===== config.mk =====
export PLATFORM = sky130hd
export DESIGN_NAME = sram_fetch_arbiter
export DESIGN_NICKNAME = d
export VERILOG_FILES = /design/src/rtl/sram_fetch_arbiter.sv
export SDC_FILE = /design/constraint.sdc
export NUM_CORES = 1
export LEC_CHECK = 0
export CORE_AREA = 3 3 103 105
export CTS_BUF_LIST = sky130_fd_sc_hd__clkbuf_4
export DETAILED_ROUTE_END_ITERATION = 10
export DIE_AREA = 0 0 106 108
export PLACE_DENSITY = 0.64
export REMOVE_ABC_BUFFERS = 1
export SYNTH_ARGS = -nofsm -noshare
export SYNTH_HDL_FRONTEND = slang
export SYNTH_SLANG_ARGS = --single-unit

===== constraint.sdc =====
create_clock -name clk -period 3.5 [get_ports clk]
set_input_delay 0.525 -clock clk [delete_from_list [all_inputs] [get_ports clk]]
set_output_delay 0.525 -clock clk [all_outputs]
set_load 0.1 [all_outputs]

===== src/rtl/sram_fetch_arbiter.sv =====
// Round-robin arbiter for the shared SRAM read port between the target (T) and query (Q) fetchers.
// Bursts are issued one address per cycle; read data is returned one cycle later, tagged with owner and last.
//
// state   | meaning
// IDLE    | no burst issuing; grants accepted and first address driven in the same cycle
// ISSUE_T | issuing T addresses; final-address cycle also accepts the next burst
// ISSUE_Q | issuing Q addresses; final-address cycle also accepts the next burst
module sram_fetch_arbiter #(
    parameter int ADDR_BIT   = 16,
    parameter int WORD_WIDTH = 32,
    parameter int LEN_BIT    = 4
) (
    input  logic                  clk,
    input  logic                  rst_n,
    input  logic                  req_t_i,
    input  logic [ADDR_BIT-1:0]   addr_t_i,
    input  logic [LEN_BIT-1:0]    len_t_i,
    output logic                  gnt_t_o,
    output logic                  valid_t_o,
    output logic                  last_t_o,
    input  logic                  req_q_i,
    input  logic [ADDR_BIT-1:0]   addr_q_i,
    input  logic [LEN_BIT-1:0]    len_q_i,
    output logic                  gnt_q_o,
    output logic                  valid_q_o,
    output logic                  last_q_o,
    output logic [WORD_WIDTH-1:0] data_o,
    output logic                  select_T_o,
    output logic [ADDR_BIT-1:0]   addr_o,
    input  logic [WORD_WIDTH-1:0] data_i,
    output logic                  busy_o
);

    typedef enum logic [1:0] {
        IDLE    = 2'd0,
        ISSUE_T = 2'd1,
        ISSUE_Q = 2'd2
    } state_e;

    state_e              state_q;
    logic [ADDR_BIT-1:0] nxt_addr_q;
    logic [ADDR_BIT-1:0] hold_addr_q;
    logic                hold_sel_q;
    logic                t_served_last_q;
    logic [LEN_BIT-1:0]  rem_q;
    logic                ret_valid_q;
    logic                ret_t_q;
    logic                ret_last_q;

    logic                issuing;
    logic                final_issue;
    logic                window;
    logic                win_t;
    logic                win_q;
    logic                accept;
    logic                idle_accept;
    logic [ADDR_BIT-1:0] acc_addr;
    logic [LEN_BIT-1:0]  acc_len_raw;
    logic [LEN_BIT-1:0]  acc_len;
    logic                issue_now;
    logic                last_now;

    assign issuing     = (state_q != IDLE);
    assign final_issue = issuing && (rem_q == '0);
    assign window      = !issuing || final_issue;

    // Tie goes to whoever was not served last; a lone requester always wins.
    assign win_t = req_t_i && (!req_q_i || !t_served_last_q);
    assign win_q = req_q_i && !win_t;

    assign gnt_t_o = window && win_t;
    assign gnt_q_o = window && win_q;

    assign accept      = gnt_t_o || gnt_q_o;
    assign idle_accept = accept && !issuing;
    assign acc_addr    = gnt_t_o ? addr_t_i : addr_q_i;
    assign acc_len_raw = gnt_t_o ? len_t_i : len_q_i;
    assign acc_len     = (acc_len_raw == '0) ? LEN_BIT'(1) : acc_len_raw;

    // An accept from IDLE drives its first address immediately; an accept in the
    // final-issue cycle queues its burst behind the address already on the bus.
    always_comb begin
        addr_o     = hold_addr_q;
        select_T_o = hold_sel_q;
        if (idle_accept) begin
            addr_o     = acc_addr;
            select_T_o = gnt_t_o;
        end else if (issuing) begin
            addr_o     = nxt_addr_q;
            select_T_o = (state_q == ISSUE_T);
        end
    end

    assign issue_now = issuing || idle_accept;
    assign last_now  = issuing ? final_issue : (acc_len == LEN_BIT'(1));

    assign valid_t_o = ret_valid_q && ret_t_q;
    assign valid_q_o = ret_valid_q && !ret_t_q;
    assign last_t_o  = ret_valid_q && ret_t_q && ret_last_q;
    assign last_q_o  = ret_valid_q && !ret_t_q && ret_last_q;
    assign data_o    = ret_valid_q ? data_i : '0;
    assign busy_o    = issuing || ret_valid_q;

    always_ff @(posedge clk or negedge rst_n) begin
        if (!rst_n) begin
            state_q         <= IDLE;
            nxt_addr_q      <= '0;
            hold_addr_q     <= '0;
            hold_sel_q      <= 1'b0;
            t_served_last_q <= 1'b0;
            rem_q           <= '0;
            ret_valid_q     <= 1'b0;
            ret_t_q         <= 1'b0;
            ret_last_q      <= 1'b0;
        end else begin
            hold_addr_q <= addr_o;
            hold_sel_q  <= select_T_o;
            ret_valid_q <= issue_now;
            ret_t_q     <= select_T_o;
            ret_last_q  <= issue_now && last_now;

            if (accept) begin
                t_served_last_q <= gnt_t_o;
                if (issuing) begin
                    nxt_addr_q <= acc_addr;
                    rem_q      <= acc_len - LEN_BIT'(1);
                    state_q    <= gnt_t_o ? ISSUE_T : ISSUE_Q;
                end else begin
                    nxt_addr_q <= acc_addr + ADDR_BIT'(1);
                    rem_q      <= acc_len - LEN_BIT'(2);
                    if (acc_len > LEN_BIT'(1))
                        state_q <= gnt_t_o ? ISSUE_T : ISSUE_Q;
                    else
                        state_q <= IDLE;
                end
            end else if (issuing) begin
                nxt_addr_q <= nxt_addr_q + ADDR_BIT'(1);
                if (final_issue)
                    state_q <= IDLE;
                else
                    rem_q <= rem_q - LEN_BIT'(1);
            end
        end
    end

endmodule


; Word level (Yosys, flattened, before mapping)
; Cells that the tools add are included.
[classes]
reduce_logical = 28
n_addsub = 5
eq_ne = 3
n_mux = 22
magnitude_cmp = 1
[ops]
columns = op, count
row1 = 2-to-1 mux 16 bit, 6
row2 = "adder 16 x 1 -> 16 bit, second input constant", 2
row3 = 2-to-1 mux 32 bit, 1
row4 = 2-to-1 mux 4 bit, 6
row5 = 2-to-1 mux 2 bit, 6
row6 = logical AND 1 bit, 11
row7 = logical NOT 4 bit, 2
row8 = "subtractor 4 x 1 -> 4 bit, second input constant", 2
row9 = nonzero test 2 bit, 3
row10 = logical NOT 1 bit, 5
row11 = logical OR 1 bit, 5
row12 = "== test 4 x 1 -> 1 bit, second input constant", 1
row13 = "> comparator 4 x 1 -> 1 bit, second input constant", 1
row14 = AND reduction 2 bit, 2
row15 = "subtractor 4 x 2 -> 4 bit, second input constant", 1
row16 = 2-to-1 mux 1 bit, 3
row17 = "== test 2 x 1 -> 1 bit, second input constant", 1
row18 = "!= test 2 x 1 -> 1 bit, second input constant", 1
[totals]
word_cells = 67
register_bits = 42

; Depth between registers and ports, before layout
; Gate-level depths: netlist of the first run.
[depth]
ltp_word = 11
depth_mapped = 13

; Worst setup path after synthesis of the first run
; OpenSTA, ideal clock, no wires.
[synth_path]
path_type = register -> output
start = register rem_q[0]
end = output addr_o[5]
n_path_buf = 1
setup_slack_ns = -1.034
path_stages_with_launch = 10
t_arrival_ns = 4.009
required_ns = 2.975
path_cell_list = dfrtp_1 > inv_1 > ha_1 > nor3b_1 > o21ai_2 > inv_2 > buf_4 > mux2_2 > mux2i_1 > o21ai_0
[synth_via]
elab_chain_len = 7
[synth_rtl]
columns = item, line_no
row1 = start: declaration, 45  ; logic [LEN_BIT-1:0] rem_q;
row2 = start signal: assignment, 126  ; rem_q <= acc_len - LEN_BIT'(1);
row3 = start signal: assignment, 130  ; rem_q <= acc_len - LEN_BIT'(2);
row4 = start signal: assignment, 141  ; rem_q <= rem_q - LEN_BIT'(1);
row5 = logical NOT 4 bit (*), 64  ; assign final_issue = issuing && (rem_q == '0);
row6 = logical AND 1 bit (*), 64
row7 = logical OR 1 bit (*), 65  ; assign window = !issuing || final_issue;
row8 = logical AND 1 bit (*), 71  ; assign gnt_t_o = window && win_t;
row9 = named net gnt_t_o, 18  ; output logic gnt_t_o,
row10 = logical OR 1 bit, 74  ; assign accept = gnt_t_o || gnt_q_o;
row11 = logical AND 1 bit, 75  ; assign idle_accept = accept && !issuing;
row12 = 2-to-1 mux 16 bit (*), 85  ; if (idle_accept) begin
row13 = end: declaration, 29  ; output logic [ADDR_BIT-1:0] addr_o,
; The timed path passes the listed nets; every way through them passes the cells marked *.

; Worst setup path in the final report of the first run
[layout_path]
start = register rem_q[0]
end = output addr_o[4]
[layout_via]
elab_chain_len = 7
[layout_rtl]
columns = item, line_no
row1 = logical NOT 4 bit (*), 64
row2 = logical AND 1 bit (*), 64
row3 = logical OR 1 bit (*), 65
row4 = logical AND 1 bit (on tied branches), "71, 72"
row5 = logical OR 1 bit, 74
row6 = logical AND 1 bit, 75
row7 = 2-to-1 mux 16 bit (*), 85
; Every way passes the cells marked *; elsewhere a longest branch is shown, timed or not.

==> results of run 1 <==
[layout make-up]
type	instances	area, sq um
Sequential cell	42	1050
Clock inverter	1	30.0
Multi-Input combinational cell	325	2200
Clock buffer	7	52.6
Inverter	9	33.8
Tap cell	133	166
Timing Repair Buffer	142	1490
Fill cell	901	4710
[flip-flops by register name, summed over array words and instances, names as in the netlist]
register and cells:
ret_valid_q 1, ret_t_q 1, rem_q 4, state_q 2, nxt_addr_q 16, ret_last_q 1
t_served_last_q 1, hold_addr_q 16
[cells by family (layout without fill, tap and decap cells)]
kind of cell / count (synthesis) / count (layout) / synth area share [%]
AO/OA/AOI/OAI: 78 / 78 / 16.6
XOR/XNOR: 21 / 21 / 5.38
adder cells (fa/ha/maj): 7 / 7 / 2.56
buffers and inverters: 31 / 159 / 5.19
flip-flops: 42 / 42 / 30.7
multiplexers: 37 / 37 / 11.8
AND/OR/NAND/NOR: 182 / 182 / 27.7
[power groups by stage]
stage               combinational, mW  clock [mW]  sequential (mW)
floorplan                        2.69           0            0.901
global placement                 3.92           0            0.963
detailed placement               3.96           0            0.965
CTS                              3.97       0.344            0.956
global route                     4.15       0.357            0.999
finish                           3.95       0.337            0.960
[layer usage]
layer	vias to the layer above	global-route usage, %
met5	-	0
met4	0	6.85
met3	25	4.42
met2	176	35.8
met1	1714	23.3
li1	1687	-
[cell usage in the layout, fill, tap and decap left out, types with 3 or more instances in the layout]
cell,netlist,layout
a211oi_1,13,13
a21o_1,7,7
a21oi_1,5,5
and2_1,37,37
and3_1,9,9
and4_1,3,3
buf_12,0,19
buf_4,4,48
clkbuf_4,0,7
clkdlybuf4s50_1,0,74
dfrtp_1,42,42
ha_1,7,7
inv_1,8,8
mux2_2,9,9
mux2i_1,25,25
nand2_1,50,50
nand3_1,10,10
nand4_1,14,14
nor2_1,25,25
nor3_1,9,9
nor4_1,8,8
o211ai_1,3,3
o21a_1,4,4
o21ai_0,21,21
o31ai_1,4,4
or3_1,3,3
xnor2_1,17,17
xor2_1,4,4
[worst paths after layout]
| kind | from | endpoint | slack, ns |
|---|---|---|---|
| max | rem_q[0]$_DFFE_PN0P_ | addr_o[4] | 0.17 |
| min | rst_n | hold_addr_q[7]$_DFF_PN0_ | 0.31 |
| max reg2reg | rem_q[0]$_DFFE_PN0P_ | nxt_addr_q[6]$_DFFE_PN0P_ | 0.50 |
| min reg2reg | t_served_last_q$_DFFE_PN0N_ | t_served_last_q$_DFFE_PN0N_ | 0.56 |
| max in group asynchronous | rst_n | state_q[0]$_DFFE_PN0P_ | 2.57 |
| min in group clk | t_served_last_q$_DFFE_PN0N_ | t_served_last_q$_DFFE_PN0N_ | 0.56 |
[worst max-delay path, stage by stage (launching register included)]
cell and delay [ns]:
dfrtp_1 0.43, inv_1 0.07, ha_1 0.20, nor3b_1 0.20, buf_4 0.16, o21ai_2 0.06, inv_2 0.30, buf_4 0.22
mux2i_1 0.29, a211oi_1 0.12, a21o_1 0.20, buf_12 0.17
[stage by stage]
stage               utilization [%]  hold slack, ns  area (sq um)  power, mW  std cells
global route                   51.6           0.367          5020       5.51        659
detailed placement             50.7           0.532          4940       4.93        651
global placement               50.7           0.526          4940       4.89        651
finish                         51.6           0.307          5020       5.25        659
CTS                            51.6           0.335          5020       5.27        659
floorplan                         -           0.229          3280       3.59        376
==> flow_summary.yaml, run 1 <==
synthesis:
  synth_seq_cells: 42
  synthCells: 398
  synth_top_area_share_pct: 30.7
  synth_edf_count: 0
  yosys-top-cells-count: "nand2_1 (50), dfrtp_1 (42), and2_1 (37)"
  ys_warn_count: 0
  synth_seq_area_share_pct: 30.7
  ys_async_sr_fraction_pct: 100
  synthesis.area_sq_mm: 0.00342
  syn_avg_cell_area_sq_um: 8.59
  synth.distinct_cells: 61
  yosysTopAreaCell: "dfrtp_1"
  yosysMostFrequentCell: "nand2_1"
  ys_top_cells_by_area: "dfrtp_1 (31%), mux2i_1 (7.3%), and2_1 (6.8%), nand2_1 (5.5%), xnor2_1 (4.4%)"
  synthFlopType: "dfrtp_1"
pwr:
  swShare_pct: 57.2
  p_int_mw: 2.24
  p_sw_mw: 3.00
  comb_power_share_pct: 75.3
  power.density_mw_per_mm2: 1040
  vdd_drop_max_v: 0.000792
  power.leakage_nw: 2.13
  clockPowerShare_pct: 6.4
  seqPwrFrac_pct: 18.3
detailed_routing:
  wl_met1_um: 4660
  wire_per_inst_um: 17.5
  postRouteAntennaNets: 0
  totalWireLength_um: 11500
  wl_met3_um: 933
  drc: 0
  met2WireLength_um: 5690
  drt_first_iter_violations: 254
  drt_pre_antenna_iters: 5
  routed.top_layer: "met4"
  vias: 3602
  viasPerCell: 5.47
clock_network:
  clockBufferDepth: 2
  htree_levels: 2
  cts_hold_buf: 0
  root_buffer: "clkbuf_4"
  clk_latency_ns: 0.37
  clock_sinks: 42
  post_cts_resize_count: 0
  cts_tree: "yes"
  cts_buffers: 5
  cts_setup_buffers: 0
  clk_pin_slew_ns: 0.13
worst_setup_path:
  path_class: "register to primary output"
  start_kind: "register"
  arrival_ns: 2.81
  cp_max_fo: 14
  required_ns: 2.97
  worstSetupEndpointType: "primary output"
  reg2reg_depth: 13
sta:
  setup_viol_count_final: 0
  tightest_slew_ns: 1.01
  max_freq_mhz: 300
  fin_tns_setup_ns: 0
  hold_violations: 0
  layout_setup_ws_ns: 0.169
  fin_skew_ns: 0.00735
  period_needed_ns: 3.33
  slew_headroom_pct: 32.8
  rsz0062_at_grt: "false"
  post-route-period-util_pct: 95.2
  drv_slew: 0
layout:
  nets: 608
  syn_to_final_growth_pct: 46.8
  antenna_cells: 0
  drive_above_1_share_pct: 18.6
grt:
  grt_remaining_overflow: 0
  grt_start_max_net_pins: 43
  grt_pass1_vias: 3642
  track_usage_pct: 19.8
  antenna_found_initial: 0
  grt_pass1_wl_um: 18300
run:
  maxCapViolations: 0
die:
  pin_count: 132
  initial_core_util_pct: 35.2
  die_w_um: 106
  rows: 36
  dieArea_sq_mm: 0.0114
  core-area_sq_mm: 0.00973
  die-height_um: 108
min_path:
  hold_class: "primary input to async pin"
outcome:
  status: "finished clean"
placed_design:
  dp_slack_ns: 0.243
  portBuffers: 131
  post-dp-hpwl_um: 9130
  place.gp.congestion: 0.932
Power figures use the tool's default switching activity.
==> run 2, diff against run 1 <==
--- a/config.mk
+++ b/config.mk
@@ -10,6 +10,7 @@
 export DETAILED_ROUTE_END_ITERATION = 10
 export DIE_AREA = 0 0 106 108
 export PLACE_DENSITY = 0.64
+export RECOVER_POWER = 25
 export REMOVE_ABC_BUFFERS = 1
 export SYNTH_ARGS = -nofsm -noshare
 export SYNTH_HDL_FRONTEND = slang
==> run 2 against run 1 <==
Die area stayed put. Critical path depth stayed put. Combinational power hardly changed. Utilization hardly changed. Sequential power hardly changed. First-iteration DRC count stayed put. Register-to-register slack hardly changed. Clock power hardly changed. The flow now finishes with violations (max-capacitance violations, max-slew violations). Critical path type unchanged. Via count hardly changed. Routed wire length hardly changed. Flip-flop and latch count stayed put. Largest power group unchanged.
==> flow_summary.yaml, run 2 (synthesis gave the netlist of run 1 again) <==
die:
  dieArea_sq_mm: 0.0114
  rows: 36
  initial_core_util_pct: 35.2
  core-area_sq_mm: 0.00973
  die_w_um: 106
  pin_count: 132
  die-height_um: 108
sta:
  setup_viol_count_final: 0
  period_needed_ns: 3.33
  layout_setup_ws_ns: 0.166
  drv_slew: 43
  slew_headroom_pct: -61.4
  post-route-period-util_pct: 95.3
  tightest_slew_ns: 2.42
  fin_skew_ns: 0.00808
  hold_violations: 0
  rsz0062_at_grt: "false"
  max_freq_mhz: 300
clock_network:
  root_buffer: "clkbuf_4"
  clock_sinks: 42
  cts_buffers: 5
  htree_levels: 2
  clk_pin_slew_ns: 0.13
  cts_tree: "yes"
  clockBufferDepth: 2
  clk_latency_ns: 0.37
  cts_setup_buffers: 0
min_path:
  hold_class: "register to register"
worst_setup_path:
  worstSetupEndpointType: "primary output"
  start_kind: "register"
  path_class: "register to primary output"
  required_ns: 2.97
  cp_cell_sequence: "inv_1 -> ha_1 -> nor3b_1 -> buf_4 -> o21ai_2 -> inv_2 -> buf_4 -> mux2i_1 -> a211oi_1 -> a21o_1 -> buf_12"
  cp_slowest_cell: "dfrtp_1"
  max_stage_delay_ns: 0.43
  arrival_ns: 2.81
  cp_max_fo: 14
  crit_top_cell: "buf_4"
  reg2reg_slack_ns: 0.50
pwr:
  vdd_drop_max_v: 0.000792
  p_int_mw: 2.24
  swShare_pct: 57.2
  seqPwrFrac_pct: 18.3
  power.leakage_nw: 2.13
  clockPowerShare_pct: 6.4
  p_sw_mw: 3.00
  comb_power_share_pct: 75.3
  power.density_mw_per_mm2: 1040
layout:
  antenna_cells: 0
  num-fill-cells: 900
  final_cell_mix: "clkdlybuf4s50_1 (74), nand2_1 (50), buf_4 (48)"
  nets: 608
  top_regs: "hold_addr_q: 16 flops, nxt_addr_q: 16 flops, rem_q: 4 flops"
  layout_commonest_cell: "clkdlybuf4s50_1"
  postLayoutCellArea_sq_mm: 0.00502
  syn_to_final_growth_pct: 46.8
  drive_above_1_share_pct: 18.4
outcome:
  violations: "max-capacitance violations, max-slew violations"
  status: "finished, violations left"
placed_design:
  place.gp.congestion: 0.932
  dp_slack_ns: 0.243
  post-dp-hpwl_um: 9130
  portBuffers: 131
  place_area_sq_mm: 0.00494
detailed_routing:
  viasPerCell: 5.46
  postRouteAntennaNets: 0
  wire_per_inst_um: 17.5
  drc: 0
  drt_pre_antenna_iters: 5
  vias: 3601
  drt_first_iter_violations: 254
  totalWireLength_um: 11500
grt:
  grt_pass1_wl_um: 18300
  grt_pass1_vias: 3642
  antenna_found_initial: 0
  track_usage_pct: 19.8
  grt_remaining_overflow: 0
  grt_start_max_net_pins: 43
run:
  maxCapViolations: 1
## run 2: critical path, delay by kind of cell (launching register included)
family | cells | cell delay, ns
mux | 1 | 0.29
compound gates | 3 | 0.38
buf+inv | 5 | 0.92
flops | 1 | 0.43
fa+ha+maj | 1 | 0.20
simple gates | 1 | 0.20
## run 2: through the flow
step	std cells	hold slack, ns	setup TNS (ns)	util (%)	power, mW
global route	659	0.570	0	51.6	5.51
finish	659	0.563	0	51.6	5.25
CTS	659	0.335	0	51.6	5.27
floorplan	376	0.229	-31.60	-	3.59
detailed placement	651	0.532	0	50.7	4.93
global placement	651	0.526	0	50.7	4.89
## run 2: final timing paths
path                            cells after the start                           to                         from
max in group asynchronous                           1       state_q[0]$_DFFE_PN0P_                        rst_n
worst min-delay path                                1  t_served_last_q$_DFFE_PN0N_  t_served_last_q$_DFFE_PN0N_
worst max-delay path                               11                    addr_o[4]         rem_q[0]$_DFFE_PN0P_
worst max register to register                     13    nxt_addr_q[6]$_DFFE_PN0P_         rem_q[0]$_DFFE_PN0P_
worst min register to register                      1  t_served_last_q$_DFFE_PN0N_  t_served_last_q$_DFFE_PN0N_
min in group asynchronous                           1     hold_addr_q[7]$_DFF_PN0_                        rst_n
## run 2: metal layers
metal	share of wire (%)	GRT usage [%]	up-vias
met2	49	35.8	181
li1	-	-	1686
met1	40	23.3	1709
met3	8.1	4.42	25
met5	0	0	-
met4	2.2	6.85	0
## run 2: final cells by class
cell class                      instances  area, sq um  share of cell area, %
Timing Repair Buffer                  142         1490                   29.6
Inverter                                9         33.8                  0.673
Clock buffer                            7         52.6                   1.05
Sequential cell                        42         1050                   20.9
Clock inverter                          1         30.0                  0.598
Multi-Input combinational cell        325         2200                   43.9
Tap cell                              133          166                   3.31
## run 2: repair_timing
action	CTS	global route
setup endpoints to repair	0	8
hold buffers	0	0
gates resized for setup	0	1
## run 2: power groups by stage
stage,Combinational (mW),Sequential (mW),Clock [mW]
2_1_floorplan,2.69,0.901,0
3_3_place_gp,3.92,0.963,0
3_5_place_dp,3.96,0.965,0
4_1_cts,3.97,0.956,0.344
5_1_grt,4.15,0.999,0.357
6_report,3.95,0.960,0.337
==> edit 1 (config.mk and constraints of run 2) <==
Set the parameter `LEN_BIT` to 2 (it was 4).
--- a/src/rtl/sram_fetch_arbiter.sv
+++ b/src/rtl/sram_fetch_arbiter.sv
@@ -9,5 +9,5 @@
     parameter int ADDR_BIT   = 16,
     parameter int WORD_WIDTH = 32,
-    parameter int LEN_BIT    = 4
+    parameter int LEN_BIT    = 2
 ) (
     input  logic                  clk,
Interface: changed (resized len_q_i and len_t_i); port bits go from 132 to 128. The function was not compared with the original's and may differ.
==> edit 1 against run 2 <==
Cell count shrank 4.7%. Critical endpoint is now addr_o[13]. Synthesized area shrank 6.5%. Sequential cell count shrank 2. Die area is the same. First-iteration DRC count shrank 42%. The run still ends with max-capacitance violations, max-slew violations left. Design area shrank 6.1%. Setup slack gained 0.17 ns. Wire length shrank 11%.
Power is left out: the tool's default activity adds up to more than one toggle a clock period on the data nets, which glitch-free logic cannot reach.
==> edit 1: results (changes against run 2) <==
The flow ran to the end, but the final reports show violations. The checks that failed: max-capacitance violations, max-slew violations. Number of H-tree levels: 2 (unchanged).

The tools report the standard cell area after detailed placement as 4659 sq um (-5.6%). The share of synthesized flip-flops with an asynchronous set or reset was 1.000 (unchanged). The fraction of final layout cells sized beyond drive strength 1 was 0.1737 (-0.01067); the aggregate global-route resource usage was 0.1827 (-0.01574). The logs give 4.485 mm (-3.4%) for the detailed-route wire length on metal 1 and 0.8772 (-5.8%) for the weighted congestion reported at the end of routability-driven placement. The run gives 0.006396 ns (-0.001687 ns) as the clock skew after layout.

Ranked by total cell area, the synthesized netlist is headed by dfrtp_1, mux2i_1, xnor2_1. For the pin count of the biggest net entering global routing, the log shows 42 (-2.3%). Counting instances in the post-synthesis netlist gives the leading cell types as nand2_1, dfrtp_1, and2_1. The logs give 0.35 ns (-0.02 ns) for the clock insertion delay at the later pin of the skew report and -0.4914 (+0.1228) for the tightest slew margin relative to the limit. The HPWL after detailed placement was 7.928 mm (-13%); the number of DRC markers after the initial detailed-route iteration was 147 (-42%). The number of gates resized after cts is 0 (unchanged).

For the number of global-route vias before repair, the log shows 3253 (-11%). Overall via count from detail_route: 3230 (-10%). In the final layout, the registers with the most flip-flops are hold_addr_q: 16 flops, nxt_addr_q: 16 flops. Final number of max-transition violations: 41 (-4.7%). The kind of cell with the highest combined delay along the critical path is compound AO/OA/AOI/OAI gates.

The tools report the length of routed met2 wiring as 5.065 mm (-11%). The tools report the max capacitance violation total as 1 (unchanged). The largest stage delay on the critical path was 0.36 ns (-0.07 ns); the length of the first detailed-routing pass in iterations was 4 (-1).

For the wire length of the first global-routing pass, the log shows 16.96 mm (-7.1%). Post-synthesis cell type count: 53 (-13%). The count of buffers inserted at the top-level ports was 127 (-3.1%); the fraction of the yosys area taken by sequential cells was 0.3131 (+0.005869).
edit 1: final cells by class:
type / instances / area, sq um
inverters: 12 / 45.04
clock inverters: 1 / 3.754
multi-input cells: 300 / 2036
repair buffers: 135 / 1410
fillers: 955 / 5015
clock buffers: 7 / 52.55
well taps: 133 / 166.4
flip-flops and latches: 40 / 1001
edit 1: layer usage:
layer  track usage  vias to the layer above
met4       0.05088                        0
met2        0.3188                       99
met5             0                        -
met1        0.2364                     1560
li1              -                     1555
met3       0.02746                       16
edit 1: stage by stage:
step                std cells  setup WS [ns]
detailed placement        620         0.1761
finish                    628         0.3380
CTS                       628         0.3103
global placement          620         0.3311
global route              628         0.1217
floorplan                 352         -1.176
edit 1: worst paths after layout:
| path | from | end | slack, ns | cells past startpoint |
|---|---|---|---|---|
| worst max-delay path | rem_q[0] | addr_o[13] | 0.34 | 9 |
| worst max register to register | rem_q[0] | nxt_addr_q[10] | 0.52 | 13 |
| min in group asynchronous | rst_n | hold_addr_q[5] | 0.82 | 1 |
| worst min-delay path | t_served_last_q | t_served_last_q | 0.60 | 2 |
| max in group asynchronous | rst_n | hold_addr_q[12] | 1.41 | 1 |
| worst min register to register | t_served_last_q | t_served_last_q | 0.60 | 2 |
edit 1: cell families (layout without fill, tap and decap cells):
kind of cell | Yosys count | count (layout) | share of synthesized area
buffers and inverters | 33 | 155 | 0.05010
muxes | 26 | 26 | 0.08689
AOI/OAI and AO/OA | 71 | 71 | 0.1636
DFF | 40 | 40 | 0.3131
adders and majority gates | 3 | 3 | 0.01174
and+or+nand+nor | 168 | 168 | 0.2869
xor gates and xnor gates | 32 | 32 | 0.08767
==> edit 2 (config.mk and constraints of run 2) <==
Made on the original files. Re-encode `state_e` (3 states) as one-hot, 3 bits wide.
--- a/src/rtl/sram_fetch_arbiter.sv
+++ b/src/rtl/sram_fetch_arbiter.sv
@@ -32,8 +32,8 @@
 );
 
-    typedef enum logic [1:0] {
-        IDLE    = 2'd0,
-        ISSUE_T = 2'd1,
-        ISSUE_Q = 2'd2
+    typedef enum logic [2:0] {
+        IDLE    = 3'b001,
+        ISSUE_T = 3'b010,
+        ISSUE_Q = 3'b100
     } state_e;
 
Function: no difference found for any inputs over 10 cycles, from zero or initial values and one cycle with rst_n low; not proved beyond that.
==> edit 2 against run 2 <==
Total power down 10%. Global-route usage down 1.7 points. Sequential cell count is 1 higher. The run still ends with max-capacitance violations, max-slew violations left. Clock power fell by 26%. Synthesized area is 0.88% lower. Sequential power about the same. Design area rose by 0.67%. Wire length fell by 10%. Setup slack improved by 0.046 ns.
==> edit 2: results (changes against run 2) <==
The run finished, with violations left. The checks that failed: max-capacitance violations, max-slew violations. The length of routed met2 wiring is 4.940 mm (-13%).

The cell depth of the worst flop-to-flop path came out at 12 (-1). The detailed-route wire length on metal 1 is 4.345 mm (-6.4%). The critical path is of the reg2out type. The maximum vdd drop came out at 0.7682 mV (-3.0%). The logs give 0.2203 (-0.01254) for the global-route met1 utilization and 2.128 nW (+0.10%) for the leakage power. The run gives 0.1819 (-0.01661) as the aggregate global-route resource usage. Post-synthesis cell type count: 59 (-3.3%). For the pin count of the biggest net entering global routing, the log shows 44 (+2.3%).

The maximum fanout along the worst path is 21 (+7), and the HPWL after detailed placement is 8.002 mm (-12%). Largest stage delay on the critical path: 0.39 ns (-0.04 ns). The wire length of the first global-routing pass was 16.81 mm (-7.9%); the worst endpoint data arrival time was 2.76 ns (-0.05 ns). On the critical path, the stage with the largest delay is an instance of o21ai_0. The endpoint identified for the worst register-to-register timing path is nxt_addr_q[14]. For the met3 wire length, the log shows 886 microns (-5.2%). The max capacitance violation total was 1 (unchanged); the worst-case setup slack after placement was 0.2370 ns (-0.006046 ns). CTS root buffer: clkbuf_4.

The fraction of the yosys area taken by sequential cells is 0.3177 (+0.01047), and the final number of max-transition violations is 44 (+2.3%). The most critical setup path has its startpoint at rem_q[0]. The tools report the number of global-route vias before repair as 3364 (-7.6%).

The run gives 10.35 mm (-10%) as the overall routed net length. Met2 capacity usage during global routing: 0.3219 (-0.03643). The min-delay analysis places its worst path in the category reg2reg.

The tightest slew margin relative to the limit was -0.6483 (-0.03409). The part of the cycle the worst path needs came out at 0.9395 (-0.01310). The logs give 0.36 ns for the clock insertion delay at the later pin of the skew report and 0 (unchanged) for the initial antenna violation count. The tools report the length of the first detailed-routing pass in iterations as 4 (-1). In the synthesized netlist, the cells that appear most often are nand2_1, dfrtp_1, nor2_1. Number of DRC markers after the initial detailed-route iteration: 260 (+2.4%). The worst-case register-to-register setup slack was 0.76 ns (+0.26 ns); the per-cell via count in the routed design was 5.063 (-7.4%). The clock skew after layout is 0.01462 ns (+0.006542 ns), and the weighted congestion reported at the end of routability-driven placement is 0.8746 (-6.1%). The fraction of final layout cells sized beyond drive strength 1 came out at 0.2004 (+0.01596). The most critical setup path has its endpoint at addr_o[14]. Yosys attributes the largest share of cell area to dfrtp_1, and2_1, nand2_1.

The number of nets at the end of the flow is 621 (+2.1%). The met3 routing resource usage after global routing was 0.04776 (+0.003582).
==> edit 2: cells by family (layout without fill, tap and decap cells) <==
group | Yosys count | after routing | share of synthesized area
AOI/OAI and AO/OA | 83 | 83 | 0.1528
buffers and inverters | 28 | 164 | 0.04465
DFF | 43 | 43 | 0.3177
adders and majority gates | 7 | 7 | 0.02583
and+or+nand+nor | 186 | 186 | 0.2941
muxes | 25 | 25 | 0.08487
xor gates and xnor gates | 31 | 31 | 0.08007
==> edit 2: worst min-delay path by stage <==
stage,from,endpoint,slack (ns),cells after the start
after floorplan,rst_n,hold_addr_q[0],0.23,0
after global placement,state_q[0],state_q[0],0.50,2
after detailed placement,state_q[0],state_q[0],0.51,2
after CTS,rst_n,hold_addr_q[13],0.34,1
after global routing,state_q[0],state_q[0],0.56,2
final,state_q[0],state_q[0],0.53,2
==> edit 2: through the flow <==
stage	power [mW]	utilization	cells	area, sq um	TNS, ns
2_1_floorplan	3.291	-	384	3276	-47.55
4_1_cts	4.709	0.5139	667	5000	0
3_5_place_dp	4.449	0.5085	659	4947	0
3_3_place_gp	4.417	0.5085	659	4947	0
6_report	4.720	0.5195	672	5055	0
5_1_grt	4.994	0.5195	672	5055	-0.001598
==> edit 2: where the power goes <==
group / internal (mW) / switching, mW
registers: 0.749 / 0.213
clock network: 0.0825 / 0.165
logic: 1.22 / 2.29
==> edit 2: repair_timing <==
| item | CTS | global route |
|---|---|---|
| buffers inserted | 0 | 5 |
| endpoints found under the setup margin | 0 | 12 |
| gates resized for setup | 0 | 2 |
==> edit 2: cell type report <==
cell class	count	area, sq um
fillers	964	4674
well taps	133	166.4
repair buffers	147	1548
clock inverters	2	7.507
clock buffers	6	45.04
flip-flops and latches	43	1077
multi-input cells	332	2172
inverters	9	38.79
